$ cat config.mk
export PLATFORM = sky130hd
export DESIGN_NAME = mem_bus_if
export DESIGN_NICKNAME = d
export VERILOG_FILES = /design/src/rtl/mem_bus_if.sv
export SDC_FILE = /design/constraint.sdc
export NUM_CORES = 1
export LEC_CHECK = 0
export ABC_AREA = 1
export BUFFER_PORTS_ARGS = -buffer_cell sky130_fd_sc_hd__clkbuf_2
export CORE_MARGIN = 3
export CORE_UTILIZATION = 44
export DETAILED_ROUTE_END_ITERATION = 8
export GPL_TIMING_DRIVEN = 0
export HOLD_SLACK_MARGIN = 0.12
export MAX_ROUTING_LAYER = met4
export PLACE_DENSITY = 0.73
export SLEW_MARGIN = 40
export SYNTH_ARGS = -nofsm -noshare
export SYNTH_HDL_FRONTEND = slang
export SYNTH_SLANG_ARGS = --single-unit
$ cat constraint.sdc
create_clock -name clk -period 3.93 [get_ports clk]
set_input_delay 0.1965 -clock clk [delete_from_list [all_inputs] [get_ports clk]]
set_output_delay 0.1965 -clock clk [all_outputs]
set_load 0.01 [all_outputs]
$ cat src/rtl/mem_bus_if.sv
// mem_bus_if: memory bus interface stage of the multi-cycle core.
// Takes one access request (address, store data, size, direction) from the
// control FSM and runs it as a single valid/ready transaction on the external
// memory bus. The stage does byte-lane alignment, write-strobe generation,
// load sign/zero extension, the misalignment check and a bus timeout.
//
// Ports:
//   clk, rstn        clock; synchronous active-low reset
//   mem_addr/wd      byte address and right-aligned store data
//   mem_req          start access (sampled only in IDLE)
//   mem_we           1 = store, 0 = load
//   mem_size         00 byte, 01 half, 10 word, 11 illegal
//   mem_unsigned     zero-extend loads when 1
//   mem_rd           aligned, extended load data (held until next load)
//   mem_done/err     one-cycle completion / error pulses
//   bus_*            external valid/ready memory bus
module mem_bus_if #(
    parameter int unsigned TIMEOUT = 255
) (
    input  logic        clk,
    input  logic        rstn,
    input  logic [31:0] mem_addr,
    input  logic [31:0] mem_wd,
    input  logic        mem_req,
    input  logic        mem_we,
    input  logic [1:0]  mem_size,
    input  logic        mem_unsigned,
    output logic [31:0] mem_rd,
    output logic        mem_done,
    output logic        mem_err,
    output logic        bus_valid,
    input  logic        bus_ready,
    output logic [31:0] bus_addr,
    output logic        bus_we,
    output logic [3:0]  bus_wstrb,
    output logic [31:0] bus_wdata,
    input  logic [31:0] bus_rdata
);

    localparam int unsigned CNT_W   = (TIMEOUT > 1) ? $clog2(TIMEOUT) : 1;
    localparam int unsigned TO_LAST = (TIMEOUT > 0) ? (TIMEOUT - 1) : 0;

    localparam logic [1:0] SZ_BYTE = 2'b00;
    localparam logic [1:0] SZ_HALF = 2'b01;
    localparam logic [1:0] SZ_WORD = 2'b10;

    typedef enum logic {
        S_IDLE = 1'b0,
        S_BUS  = 1'b1
    } state_e;

    state_e             state_q, state_d;
    logic [CNT_W-1:0]   cnt_q, cnt_d;
    logic [29:0]        waddr_q, waddr_d;
    logic [1:0]         size_q, size_d;
    logic [1:0]         off_q, off_d;
    logic               uns_q, uns_d;
    logic               we_q, we_d;
    logic [3:0]         wstrb_q, wstrb_d;
    logic [31:0]        wdata_q, wdata_d;
    logic               valid_q, valid_d;
    logic [31:0]        rd_q, rd_d;
    logic               done_q, done_d;
    logic               err_q, err_d;

    logic               misaligned;
    logic [3:0]         fmt_strb;
    logic [31:0]        fmt_data;
    logic [7:0]         ld_byte;
    logic [15:0]        ld_half;
    logic [31:0]        ld_ext;

    // Alignment check on the incoming request
    always_comb begin
        misaligned = 1'b0;
        case (mem_size)
            SZ_BYTE: misaligned = 1'b0;
            SZ_HALF: misaligned = mem_addr[0];
            SZ_WORD: misaligned = (mem_addr[1:0] != 2'b00);
            default: misaligned = 1'b1;
        endcase
    end

    // Store lane formatting: replicate data across lanes, strobe the target bytes
    always_comb begin
        fmt_strb = 4'b0000;
        fmt_data = 32'h0;
        if (mem_we) begin
            case (mem_size)
                SZ_BYTE: begin
                    fmt_data = {4{mem_wd[7:0]}};
                    fmt_strb = 4'b0001 << mem_addr[1:0];
                end
                SZ_HALF: begin
                    fmt_data = {2{mem_wd[15:0]}};
                    fmt_strb = mem_addr[1] ? 4'b1100 : 4'b0011;
                end
                default: begin
                    fmt_data = mem_wd;
                    fmt_strb = 4'b1111;
                end
            endcase
        end
    end

    // Load lane selection and extension from the registered offset/size
    always_comb begin
        case (off_q)
            2'd0:    ld_byte = bus_rdata[7:0];
            2'd1:    ld_byte = bus_rdata[15:8];
            2'd2:    ld_byte = bus_rdata[23:16];
            default: ld_byte = bus_rdata[31:24];
        endcase
        ld_half = off_q[1] ? bus_rdata[31:16] : bus_rdata[15:0];
        case (size_q)
            SZ_BYTE: ld_ext = {{24{~uns_q & ld_byte[7]}}, ld_byte};
            SZ_HALF: ld_ext = {{16{~uns_q & ld_half[15]}}, ld_half};
            default: ld_ext = bus_rdata;
        endcase
    end

    // Next-state and output logic
    always_comb begin
        state_d = state_q;
        cnt_d   = cnt_q;
        waddr_d = waddr_q;
        size_d  = size_q;
        off_d   = off_q;
        uns_d   = uns_q;
        we_d    = we_q;
        wstrb_d = wstrb_q;
        wdata_d = wdata_q;
        valid_d = valid_q;
        rd_d    = rd_q;
        done_d  = 1'b0;
        err_d   = 1'b0;

        case (state_q)
            S_IDLE: begin
                if (mem_req) begin
                    if (misaligned) begin
                        err_d = 1'b1;
                    end else begin
                        state_d = S_BUS;
                        valid_d = 1'b1;
                        cnt_d   = '0;
                        waddr_d = mem_addr[31:2];
                        size_d  = mem_size;
                        off_d   = mem_addr[1:0];
                        uns_d   = mem_unsigned;
                        we_d    = mem_we;
                        wstrb_d = fmt_strb;
                        wdata_d = fmt_data;
                    end
                end
            end
            S_BUS: begin
                // Ready wins over a timeout expiring in the same cycle
                if (bus_ready) begin
                    state_d = S_IDLE;
                    valid_d = 1'b0;
                    done_d  = 1'b1;
                    if (!we_q) begin
                        rd_d = ld_ext;
                    end
                end else if ((TIMEOUT != 0) && (cnt_q == CNT_W'(TO_LAST))) begin
                    state_d = S_IDLE;
                    valid_d = 1'b0;
                    err_d   = 1'b1;
                end else begin
                    cnt_d = cnt_q + CNT_W'(1);
                end
            end
            default: begin
                state_d = S_IDLE;
                valid_d = 1'b0;
            end
        endcase
    end

    // State and output registers
    always_ff @(posedge clk) begin
        if (!rstn) begin
            state_q <= S_IDLE;
            cnt_q   <= '0;
            waddr_q <= '0;
            size_q  <= '0;
            off_q   <= '0;
            uns_q   <= 1'b0;
            we_q    <= 1'b0;
            wstrb_q <= '0;
            wdata_q <= '0;
            valid_q <= 1'b0;
            rd_q    <= '0;
            done_q  <= 1'b0;
            err_q   <= 1'b0;
        end else begin
            state_q <= state_d;
            cnt_q   <= cnt_d;
            waddr_q <= waddr_d;
            size_q  <= size_d;
            off_q   <= off_d;
            uns_q   <= uns_d;
            we_q    <= we_d;
            wstrb_q <= wstrb_d;
            wdata_q <= wdata_d;
            valid_q <= valid_d;
            rd_q    <= rd_d;
            done_q  <= done_d;
            err_q   <= err_d;
        end
    end

    assign mem_rd    = rd_q;
    assign mem_done  = done_q;
    assign mem_err   = err_q;
    assign bus_valid = valid_q;
    assign bus_addr  = {waddr_q, 2'b00};
    assign bus_we    = we_q;
    assign bus_wstrb = wstrb_q;
    assign bus_wdata = wdata_q;

endmodule
# Word level (Yosys, flattened, before mapping)
# Index checks and enable logic that the tools add are counted.
# totals
output_inout_bits,104
in_bits,104
regBits,116
elab_cells,71
# classes
bitwise,6
n_reduce_logical,9
n_addsub,1
n_eq_ne,11
n_mux,30
shift,1
# op_table
op,count
32-bit one-hot mux with 2 select lines,2
32-bit 2-to-1 mux,1
8-bit 2-to-1 mux,4
8-bit one-hot mux with 3 select lines,1
16-bit 2-to-1 mux,1
8-bit one-hot mux with 2 select lines,1
1-bit 2-to-1 mux,13
3-bit AND reduction,3
"8-bit by 1-bit adder with 8-bit output, second input constant",1
"8-bit equality test, second input constant",1
4-bit 2-to-1 mux,2
"2-bit != test, second input constant",4
4-bit one-hot mux with 2 select lines,1
"2-bit by 1-bit equality test with 1-bit output, second input constant",3
2-bit zero test,3
1-bit one-hot mux with 2 select lines,3
"2-bit equality test, second input constant",2
1-bit NOT,4
4-bit AND reduction,1
"1-bit by 2-bit << shifter with 4-bit output, first input constant",1
"3-bit by 2-bit != test with 1-bit output, second input constant",1
1-bit one-hot mux with 3 select lines,1
1-bit AND,2
2-bit AND reduction,1
2-bit nonzero test,1

# Logic depth before layout (Yosys ltp)
# Gate-level depths: netlist of the first run.
# logic_depth
ltp_word,5
mapped_depth,10
ltp_nobuf,10

# Worst setup path after synthesis of the first run
# OpenSTA, ideal clock, no wires.
# synth_path
path_kind,flip-flop to flip-flop
from,reg cnt_q[0]
to,reg cnt_q[0]
period_less_slack_ps,1343
stages_incl_launch_ff,11
slack_ps,2587
arrival_time_ps,1227
setup_ps,115
cell_sequence,dfxtp_1 -> inv_1 -> ha_1 -> inv_1 -> nor2_1 -> nand2_1 -> nand2_1 -> nand2_1 -> nand2_2 -> o21ai_0 -> inv_1
# synth_via
elab_chain_cells,4
elab_cells_between_ends,7
classes_between,add/sub (1); eq/ne (2); mux (3); reduce/logical (1)
# synth_rtl
item,line,rtl
start: declaration,53,"logic [CNT_W-1:0] cnt_q, cnt_d;"
start signal: assignment,199,cnt_q <= cnt_d;
8-bit by 1-bit adder with 8-bit output,171,cnt_d = cnt_q + CNT_W'(1);
8-bit 2-to-1 mux,166,end else if ((TIMEOUT != 0) && (cnt_q == CNT_W'(TO_LAST))) begin
8-bit 2-to-1 mux,159,if (bus_ready) begin
8-bit one-hot mux with 2 select lines,138,case (state_q)
# Parallel ways exist; a longest one is shown, timed or not. The select of a mux whose other input is x is not followed.
# A chain may end at the register's enable or synchronous reset.

# Final worst setup path of the first run
# layout_path
from,in bus_ready
to,reg rd_q[22] (netlist: mem_rd[22])
# layout_via
elab_chain_cells,1
# layout_rtl
item,line,rtl
start: declaration,32,"input logic bus_ready,"
3-bit AND reduction (no line),--,
end signal: assignment,208,rd_q <= rd_d;
end: declaration,62,"logic [31:0] rd_q, rd_d;"
# Every way passes these cells.

==> reports/metrics.cfg, run 1 <==
[finish]
postLayoutCellArea_um2=7630
nets=1176
layoutNonFillerInstCount=1225
area_delta_synth_final_pct=42.0
n_antenna_cell=0
final_layout_size_suffix_gt1_share_pct=27.3
layout.core_utilization_pct=65.4

[timing]
timing.final.crit_period_ps=1730
rsz0062_at_grt=no
hold_viol=0
fin_setup_tns_ps=0
setup_viol=0
share_of_the_cycle_needed_by_the_critical_path_after_routing_pct=44.1
max_slew_margin_pct=58.3
drv_slew=0
fin_skew_ps=11.6
achievable-frequency_mhz=578
tightest_slew_ps=626

[power_and_ir_drop]
internal-power_w=0.00240
p_seq_share_pct=38.6
power.density_cell_area_nw_per_um2=424
sw_frac_of_total_pct=25.7
p_leak_nw=3.59
share_comb_of_total_power_pct=14.3
switching_power_w=0.000833
p_clk_share_pct=47.2
largest_vdd_supply_drop_v=0.000364

[critical_path]
cp_data_required_time_ps=4240
timing.critical_path.from_type=input port
crit_arrival_ps=2050
critPathMaxFanout=10
timing.critical_path.to_type=flop
worst-setup-path-type=in2reg

[place]
routabilityCongestion=0.926
place_inst=1148
post-dp-hpwl_mm=13.1
dpl_cell_area_um2=6580
placement.io_buffers=205

[detailed_routing]
drt-total-wl_mm=18.0
detail_route.iter0.violations=452
detailed_route_via_count=6239
vias_per_cell=5.09
route.detailed.drc=0
antenna_violating_nets_remaining=0
wire_per_inst_um=14.7
drtPass1Iterations=7

[clock_tree]
worst_setup_hold_path_clk_slew_ps=60
tritoncts.num_buffers=17
tritoncts_num_sinks=116
clk-insertion-delay-late_ps=420
cts_tree=built
cell_chosen_for_the_clock_root=sky130_fd_sc_hd__clkbuf_16
postCtsResizedCells=0
clock_path_buffers=2
ctsHtreeMaxLevel=4

[synthesis]
synthesized_instance_count=799
post_synthesis_mean_instance_area_um2=6.73
synth.lib_cells_used.distinct=29
synth.yosys.seq_area_share_pct=43.2
mappedNetlistArea_um2=5370
yosysWarnings=0
ys_seq_elements=116

[global_routing]
grt.overflow.total=0
gr-usage-all-layers_pct=27.0
grt_max_degree=17
grt_first_pass_wirelength_mm=28.0
antenna_found_initial=0
grt_pass1_vias=5780

[floorplan]
start_util_pct=46.1
core-area_um2=11700
total_die_area_um2=13600
design.portCount=208
chipWidth_um=117
die_h_um=117
std_cell_rows=39

[worst_hold_path]
min_delay_worst_type=in2reg

[run_status]
status=completed

[flow_run]
cap_violations=0

## flip-flops by register name, summed over array words and instances (netlist names)
name	flops
bus_valid	1
bus_wdata	32
bus_we	1
bus_wstrb	4
cnt_q	8
mem_done	1
mem_err	1
mem_rd	32
off_q	2
size_q	2
state_q	1
uns_q	1
waddr_q	30
## synth_stat cells
cell type | number | area, um^2
sky130_fd_sc_hd__conb_1 | 1 | 3.75
sky130_fd_sc_hd__clkbuf_1 | 20 | 75.1
sky130_fd_sc_hd__buf_1 | 1 | 3.75
sky130_fd_sc_hd__nor3_2 | 1 | 10.0
sky130_fd_sc_hd__o21ai_0 | 42 | 210
sky130_fd_sc_hd__a21oi_1 | 122 | 611
sky130_fd_sc_hd__o21bai_1 | 1 | 7.51
sky130_fd_sc_hd__o211ai_1 | 1 | 7.51
sky130_fd_sc_hd__ha_1 | 2 | 25.0
sky130_fd_sc_hd__buf_2 | 13 | 65.1
sky130_fd_sc_hd__a2bb2oi_1 | 1 | 8.76
sky130_fd_sc_hd__buf_6 | 1 | 11.3
sky130_fd_sc_hd__nand4_1 | 7 | 43.8
sky130_fd_sc_hd__nand3_2 | 2 | 20.0
sky130_fd_sc_hd__o21ai_1 | 4 | 20.0
sky130_fd_sc_hd__or2_2 | 18 | 113
sky130_fd_sc_hd__nand3_1 | 41 | 205
sky130_fd_sc_hd__nor2_1 | 61 | 229
sky130_fd_sc_hd__nand2_2 | 2 | 12.5
sky130_fd_sc_hd__inv_2 | 8 | 30.0
sky130_fd_sc_hd__a31oi_1 | 1 | 6.26
sky130_fd_sc_hd__buf_4 | 14 | 105
sky130_fd_sc_hd__inv_1 | 39 | 146
sky130_fd_sc_hd__o21a_1 | 3 | 22.5
sky130_fd_sc_hd__xnor2_1 | 1 | 8.76
sky130_fd_sc_hd__nor2_2 | 2 | 12.5
sky130_fd_sc_hd__nand2_1 | 270 | 1010
sky130_fd_sc_hd__dfxtp_1 | 116 | 2320
sky130_fd_sc_hd__or2_0 | 4 | 25.0
## worst max-delay path, cell delays in order
cell	delay, ps
sky130_fd_sc_hd__dlygate4sd3_1	540
sky130_fd_sc_hd__clkbuf_2	130
sky130_fd_sc_hd__nand2_1	80
sky130_fd_sc_hd__nor2_1	260
sky130_fd_sc_hd__inv_2	130
sky130_fd_sc_hd__clkbuf_1	270
sky130_fd_sc_hd__a21oi_1	230
sky130_fd_sc_hd__nand3_1	100
sky130_fd_sc_hd__nand2_1	70
sky130_fd_sc_hd__inv_1	30
## repair_timing
action | in CTS | in global routing
endpoints found under the hold margin | 46 | 0
buffers inserted | 0 | 0
hold buffers | 46 | 0
## layout make-up
class / count / area (um^2)
clock inverter: 8 / 100
buffer: 49 / 260
timing repair buffer: 251 / 1490
fill: 1012 / 4030
inverter: 47 / 176
tap: 143 / 179
clock buffer: 23 / 488
sequential: 116 / 2320
multi-input combinational: 588 / 2620
## placed cells by master, fill, tap and decap left out, types with 2 or more instances in the layout
cell type                       count
sky130_fd_sc_hd__nand2_1          270
sky130_fd_sc_hd__clkbuf_2         205
sky130_fd_sc_hd__a21oi_1          122
sky130_fd_sc_hd__dfxtp_1          116
sky130_fd_sc_hd__nor2_1            61
sky130_fd_sc_hd__dlygate4sd3_1     46
sky130_fd_sc_hd__o21ai_0           42
sky130_fd_sc_hd__nand3_1           41
sky130_fd_sc_hd__inv_1             39
sky130_fd_sc_hd__clkbuf_1          22
sky130_fd_sc_hd__or2_2             18
sky130_fd_sc_hd__clkbuf_16         17
sky130_fd_sc_hd__buf_4             14
sky130_fd_sc_hd__buf_2             13
sky130_fd_sc_hd__inv_2              8
sky130_fd_sc_hd__nand4_1            7
sky130_fd_sc_hd__o21ai_1            4
sky130_fd_sc_hd__or2_0              4
sky130_fd_sc_hd__clkbuf_8           4
sky130_fd_sc_hd__o21a_1             3
sky130_fd_sc_hd__clkinv_2           3
sky130_fd_sc_hd__nand2_2            2
sky130_fd_sc_hd__nand3_2            2
sky130_fd_sc_hd__nor2_2             2
sky130_fd_sc_hd__ha_1               2
sky130_fd_sc_hd__conb_1             2
sky130_fd_sc_hd__bufinv_16          2
sky130_fd_sc_hd__clkinv_4           2
## layer usage
layer	up-vias	wire length (um)	GRT usage, %	part of all wire [%]
li1	3117	-	-	-
met1	2802	7590	34.7	42
met2	286	8580	42.2	48
met3	34	1410	4.97	7.9
met4	0	418	10.8	2.3
met5	-	0	-	0
## worst paths after layout
kind | to | from | depth (start not counted) | slack (ps)
setup reg to reg | mem_rd[22]$_SDFFE_PN0P_ | state_q$_SDFF_PN0_ | 8 | 2280
setup / recovery | mem_rd[22]$_SDFFE_PN0P_ | bus_ready | 10 | 2200
hold / removal | mem_rd[27]$_SDFFE_PN0P_ | bus_rdata[27] | 5 | 130
hold reg to reg | bus_wdata[2]$_SDFFE_PN0P_ | bus_wdata[2]$_SDFFE_PN0P_ | 2 | 460
## cells by family (layout without fill, tap and decap cells)
family | Yosys count | after routing | synth area share, %
compound gates | 175 | 175 | 16.6
xor+xnor | 1 | 1 | 0.163
fa+ha+maj | 2 | 2 | 0.466
buf+inv | 96 | 378 | 8.13
flops | 116 | 116 | 43.2
other cells | 1 | 2 | 0.0698
simple gates | 408 | 408 | 31.3
## metrics by stage
stage / hold WS (ps) / worst slack [ps] / total power, W
after floorplan: 335 / 2590 / 0.00151
after global placement: 429 / 2330 / 0.00169
after detailed placement: 432 / 2330 / 0.00169
after CTS: 120 / 2220 / 0.00325
after global routing: 160 / 2040 / 0.00336
final: 132 / 2200 / 0.00324
## power groups by stage
stage	Clock [W]	Sequential (W)	Combinational (W)
5_1_grt	0.00159	0.00125	0.000510
2_1_floorplan	0	0.00129	0.000221
6_report	0.00153	0.00125	0.000461
3_3_place_gp	0	0.00127	0.000415
3_5_place_dp	0	0.00127	0.000417
4_1_cts	0.00154	0.00125	0.000456
No activity file was read; power rests on OpenSTA's default activity.
==> run 2, diff against run 1 <==
==> constraint.sdc (replaced) <==
create_clock -name clk -period 1.8 [get_ports clk]
set_input_delay 0.09 -clock clk [delete_from_list [all_inputs] [get_ports clk]]
set_output_delay 0.09 -clock clk [all_outputs]
set_load 0.01 [all_outputs]
==> reports/metrics.cfg, run 2 (synthesis results as in run 1) <==
[run_status]
status=completed

[finish]
n_antenna_cell=0
nFillCells=920
mostFrequentLayoutCell=sky130_fd_sc_hd__nand2_1
most-common-layout-cells=sky130_fd_sc_hd__nand2_1 (270), sky130_fd_sc_hd__clkbuf_2 (205), sky130_fd_sc_hd__a21oi_1 (122), sky130_fd_sc_hd__dfxtp_1 (116), sky130_fd_sc_hd__dlygate4sd3_1 (99)
layout.core_utilization_pct=70.0
area_delta_synth_final_pct=52.0
final_layout_size_suffix_gt1_share_pct=26.1
layoutNonFillerInstCount=1278
nets=1229

[clock_tree]
clk-insertion-delay-late_ps=410
tritoncts.num_buffers=17
worst_setup_hold_path_clk_slew_ps=50
clock_path_buffers=2
cell_chosen_for_the_clock_root=sky130_fd_sc_hd__clkbuf_16
tritoncts_num_sinks=116
cts_tree=built
ctsHtreeMaxLevel=4

[detailed_routing]
antenna_violating_nets_remaining=0
vias_per_cell=5.13
drt-total-wl_mm=19.5
detailed_route_via_count=6557
route.detailed.drc=0
detail_route.iter0.violations=539
wire_per_inst_um=15.2
drtPass1Iterations=5

[floorplan]
design.portCount=208
std_cell_rows=39
core-area_um2=11700
start_util_pct=46.1
chipWidth_um=117
total_die_area_um2=13600
die_h_um=117

[timing]
worst_case_setup_margin_in_the_final_layout_ps=193
hold_viol=0
tightest_slew_ps=630
rsz0062_at_grt=no
setup_viol=0
drv_slew=0
achievable-frequency_mhz=622
share_of_the_cycle_needed_by_the_critical_path_after_routing_pct=89.3
fin_skew_ps=13.6
timing.final.crit_period_ps=1610
max_slew_margin_pct=58.0
fin_setup_tns_ps=0

[critical_path]
critPathMaxFanout=10
worstReg2RegEnd=mem_rd[29]$_SDFFE_PN0P_
worstRegToRegCells=9
timing.rr.start=off_q[1]$_SDFFE_PN0P_
timing.critical_path.to_type=flop
timing.critical_path.from_type=flop
setup.worst_path.end=mem_rd[29]$_SDFFE_PN0P_
cp_data_required_time_ps=2100
crit_arrival_ps=1910
crit_path_start=off_q[1]$_SDFFE_PN0P_
worst-setup-path-type=reg2reg
worst-r2r-setup-slack_ps=190

[power_and_ir_drop]
internal-power_w=0.00533
sw_frac_of_total_pct=25.7
p_clk_share_pct=46.4
p_seq_share_pct=38.1
largest_vdd_supply_drop_v=0.000715
share_comb_of_total_power_pct=15.6
p_leak_nw=3.82
switching_power_w=0.00185
power.density_cell_area_nw_per_um2=878

[place]
post-place-ws_ps=199
post-dp-hpwl_mm=13.1
placement.io_buffers=205
routabilityCongestion=0.926
place_inst=1148

[global_routing]
gr-usage-all-layers_pct=29.4
grt_pass1_vias=6445
antenna_found_initial=0
grt_first_pass_wirelength_mm=30.6
grt.overflow.total=0
grt_max_degree=17

[flow_run]
cap_violations=0

[worst_hold_path]
min_delay_worst_type=in2reg

[run 2: worst min-delay path by stage]
| stage | startpoint | end | slack [ps] | cells after the start |
|---|---|---|---|---|
| after floorplan | rstn | mem_rd[7]$_SDFFE_PN0P_ | 230 | 2 |
| after global placement | mem_addr[25] | waddr_q[23]$_SDFFE_PN0P_ | 320 | 3 |
| after detailed placement | mem_addr[16] | waddr_q[14]$_SDFFE_PN0P_ | 330 | 3 |
| after CTS | mem_wd[13] | bus_wdata[13]$_SDFFE_PN0P_ | 130 | 5 |
| after global routing | mem_wd[13] | bus_wdata[13]$_SDFFE_PN0P_ | 160 | 5 |
| final | mem_wd[13] | bus_wdata[13]$_SDFFE_PN0P_ | 140 | 5 |
[run 2: per-stage QoR]
stage | power (W) | instance area (um^2) | hold slack (ps)
2_1_floorplan | 0.00330 | 5380 | 228
3_3_place_gp | 0.00368 | 6580 | 322
3_5_place_dp | 0.00369 | 6580 | 325
4_1_cts | 0.00718 | 8160 | 131
5_1_grt | 0.00744 | 8170 | 164
6_report | 0.00717 | 8170 | 137
[run 2: power by group through the flow]
| stage | registers (W) | clock network (W) | logic (W) |
|---|---|---|---|
| detailed placement | 0.00278 | 0 | 0.000910 |
| CTS | 0.00273 | 0.00337 | 0.00108 |
| global placement | 0.00278 | 0 | 0.000906 |
| floorplan | 0.00282 | 0 | 0.000482 |
| global route | 0.00274 | 0.00347 | 0.00122 |
| finish | 0.00273 | 0.00333 | 0.00112 |
[run 2: final cells by class]
type,count,area (um^2),area share (%)
multi-input cells,588,2630,32.1
flip-flops and latches,116,2320,28.4
repair buffers,304,2020,24.7
clock buffers,23,488,5.97
plain buffers,49,260,3.19
well taps,143,179,2.19
inverters,47,176,2.16
clock inverters,8,100,1.23
[run 2: critical path, stage by stage (launching register included)]
cell and delay (ps):
sky130_fd_sc_hd__dfxtp_1 300, sky130_fd_sc_hd__buf_2 190, sky130_fd_sc_hd__inv_2 100, sky130_fd_sc_hd__nand3_1 80, sky130_fd_sc_hd__nand4_1 110, sky130_fd_sc_hd__nand3_1 210, sky130_fd_sc_hd__buf_2 290, sky130_fd_sc_hd__nand3_1 120
sky130_fd_sc_hd__nand2_1 70, sky130_fd_sc_hd__inv_1 30
[run 2: repair_timing]
item	in CTS	in global routing
setup endpoints to repair	0	4
endpoints found under the hold margin	100	0
setup buffers	0	0
hold buffers	99	0
resized for setup	0	2
[run 2: layer usage]
metal / part of all wire (%) / wire length (um) / global-route usage, %
met1: 40 / 7880 / 35.0
met2: 49 / 9510 / 47.8
met3: 7.6 / 1470 / 5.91
met4: 3.1 / 603 / 13.9
met5: 0 / 0 / -
==> run 3, diff against run 2 <==
--- a/config.mk
+++ b/config.mk
@@ -7,14 +7,16 @@
 export LEC_CHECK = 0
 export ABC_AREA = 1
 export BUFFER_PORTS_ARGS = -buffer_cell sky130_fd_sc_hd__clkbuf_2
+export CORE_ASPECT_RATIO = 1.4
 export CORE_MARGIN = 3
-export CORE_UTILIZATION = 44
+export CORE_UTILIZATION = 49
 export DETAILED_ROUTE_END_ITERATION = 8
 export GPL_TIMING_DRIVEN = 0
 export HOLD_SLACK_MARGIN = 0.12
 export MAX_ROUTING_LAYER = met4
-export PLACE_DENSITY = 0.73
+export PLACE_DENSITY = 0.8
 export SLEW_MARGIN = 40
 export SYNTH_ARGS = -nofsm -noshare
 export SYNTH_HDL_FRONTEND = slang
 export SYNTH_SLANG_ARGS = --single-unit
+export TNS_END_PERCENT = 5
==> reports/metrics.cfg, run 3 (synthesis results as in run 1) <==
[timing]
hold_viol=0
tightest_slew_ps=663
share_of_the_cycle_needed_by_the_critical_path_after_routing_pct=90.1
fin_setup_tns_ps=0
setup_viol=0
achievable-frequency_mhz=617
timing.final.crit_period_ps=1620
drv_slew=0
worst_case_setup_margin_in_the_final_layout_ps=179
rsz0062_at_grt=no
fin_skew_ps=7.02
max_slew_margin_pct=55.6

[clock_tree]
tritoncts.num_buffers=17
worst_setup_hold_path_clk_slew_ps=50
tritoncts_num_sinks=116
cts.repair_timing.setup_buffer_count=0
cts_tree=built
clock_path_buffers=2
ctsHtreeMaxLevel=4
clk-insertion-delay-late_ps=410
cell_chosen_for_the_clock_root=sky130_fd_sc_hd__clkbuf_16

[critical_path]
timing.critical_path.to_type=flop
cp_delay_by_family_top=simple AND/OR/NAND/NOR gates
crit_arrival_ps=1950
timing.rr.start=cnt_q[0]$_SDFFE_PN0P_
critPathMaxFanout=9
crit_path_start=cnt_q[0]$_SDFFE_PN0P_
worst-setup-path-type=reg2reg
worst_path_largest_cell_delay_ps=340
worst_path_cell_trace=inv_1, ha_1, inv_1, nor2_1, nand2_1, nand2_1, nand2_1, nand2_2, nand2_1, a21oi_1
crit_slowest_cell=sky130_fd_sc_hd__dfxtp_1
critical_path.n_buffers_inverters=2
timing.critical_path.from_type=flop
cp_data_required_time_ps=2130
crit_top_cell=sky130_fd_sc_hd__nand2_1

[floorplan]
std_cell_rows=44
total_die_area_um2=12300
die_h_um=130
chipWidth_um=94.5
start_util_pct=51.1
design.portCount=208
core-area_um2=10500

[power_and_ir_drop]
power.density_cell_area_nw_per_um2=893
share_comb_of_total_power_pct=15.7
p_clk_share_pct=46.7
p_leak_nw=3.81
largest_vdd_supply_drop_v=0.000740
p_seq_share_pct=37.6
internal-power_w=0.00544
sw_frac_of_total_pct=25.1
switching_power_w=0.00183

[place]
placement.io_buffers=205
dpl_cell_area_um2=6580
post-place-ws_ps=209
post-dp-hpwl_mm=13.4
routabilityCongestion=0.946

[detailed_routing]
detailed_route_via_count=6821
drt-total-wl_mm=20.9
antenna_violating_nets_remaining=0
route.detailed.drc=0
detail_route.iter0.violations=472
wire_per_inst_um=16.5
drtPass1Iterations=5
vias_per_cell=5.38

[global_routing]
grt_pass1_vias=6873
gr-usage-all-layers_pct=36.0
grt.overflow.total=0
grt_max_degree=17
grt_first_pass_wirelength_mm=33.1
antenna_found_initial=0

[finish]
area_delta_synth_final_pct=51.5
layout.core_utilization_pct=77.4
postLayoutCellArea_um2=8140
mostFrequentLayoutCell=sky130_fd_sc_hd__nand2_1
most-common-layout-cells=sky130_fd_sc_hd__nand2_1 (270), sky130_fd_sc_hd__clkbuf_2 (206), sky130_fd_sc_hd__a21oi_1 (122), sky130_fd_sc_hd__dfxtp_1 (116), sky130_fd_sc_hd__dlygate4sd3_1 (97)
nets=1227
final_layout_size_suffix_gt1_share_pct=26.0
nFillCells=755
n_antenna_cell=0

[run_status]
status=completed

[worst_hold_path]
min_delay_worst_type=in2reg
startpoint_of_the_worst_hold_path=bus_rdata[15]

[flow_run]
cap_violations=0

[run 3: through the flow]
step	hold slack [ps]	total power, W	std cells
after detailed placement	325	0.00369	1143
after CTS	123	0.00721	1268
after global routing	159	0.00751	1268
after floorplan	228	0.00330	800
final	132	0.00727	1268
after global placement	320	0.00368	1143
[run 3: layout make-up]
cell class                      instances  area [um^2]  share of cell area [%]
Multi-Input combinational cell        588         2620                    32.2
Sequential cell                       116         2320                    28.5
Timing Repair Buffer                  302         2000                    24.5
Clock buffer                           23          488                    6.00
Buffer                                 49          262                    3.21
Inverter                               47          176                    2.17
Tap cell                              138          173                    2.12
Clock inverter                          5          100                    1.23
[run 3: path summary, 6_finish.rpt]
check / end / slack (ps) / cells after the start
hold reg to reg: bus_wdata[26]$_SDFFE_PN0P_ / 460 / 2
setup reg to reg: cnt_q[5]$_SDFFE_PN0P_ / 180 / 10
setup / recovery: cnt_q[5]$_SDFFE_PN0P_ / 180 / 10
hold / removal: mem_rd[15]$_SDFFE_PN0P_ / 130 / 5
[run 3: tightest hold or removal path, cell delays in order]
cell and delay (ps):
sky130_fd_sc_hd__clkbuf_2 110, sky130_fd_sc_hd__nand2_1 50, sky130_fd_sc_hd__nand2_1 50, sky130_fd_sc_hd__a21oi_1 50
sky130_fd_sc_hd__a21oi_1 130
[run 3: what timing repair did]
item / CTS / global route
gates resized for setup: 0 / 3
hold endpoints to repair: 102 / 0
endpoints found under the setup margin: 0 / 4
hold buffers: 97 / 0
[run 3: routing by layer]
layer,share of wire (%),GRT usage [%],up-vias
li1,-,-,3203
met4,7.5,26.4,0
met5,0,-,-
met2,49,59.5,459
met3,9.0,8.94,136
met1,35,36.6,3023
[run 3: power by group through the flow]
stage / clock, W / sequential [W] / combinational [W]
finish: 0.00339 / 0.00274 / 0.00114
floorplan: 0 / 0.00282 / 0.000482
global placement: 0 / 0.00278 / 0.000903
global route: 0.00353 / 0.00274 / 0.00124
detailed placement: 0 / 0.00278 / 0.000908
CTS: 0.00340 / 0.00273 / 0.00108
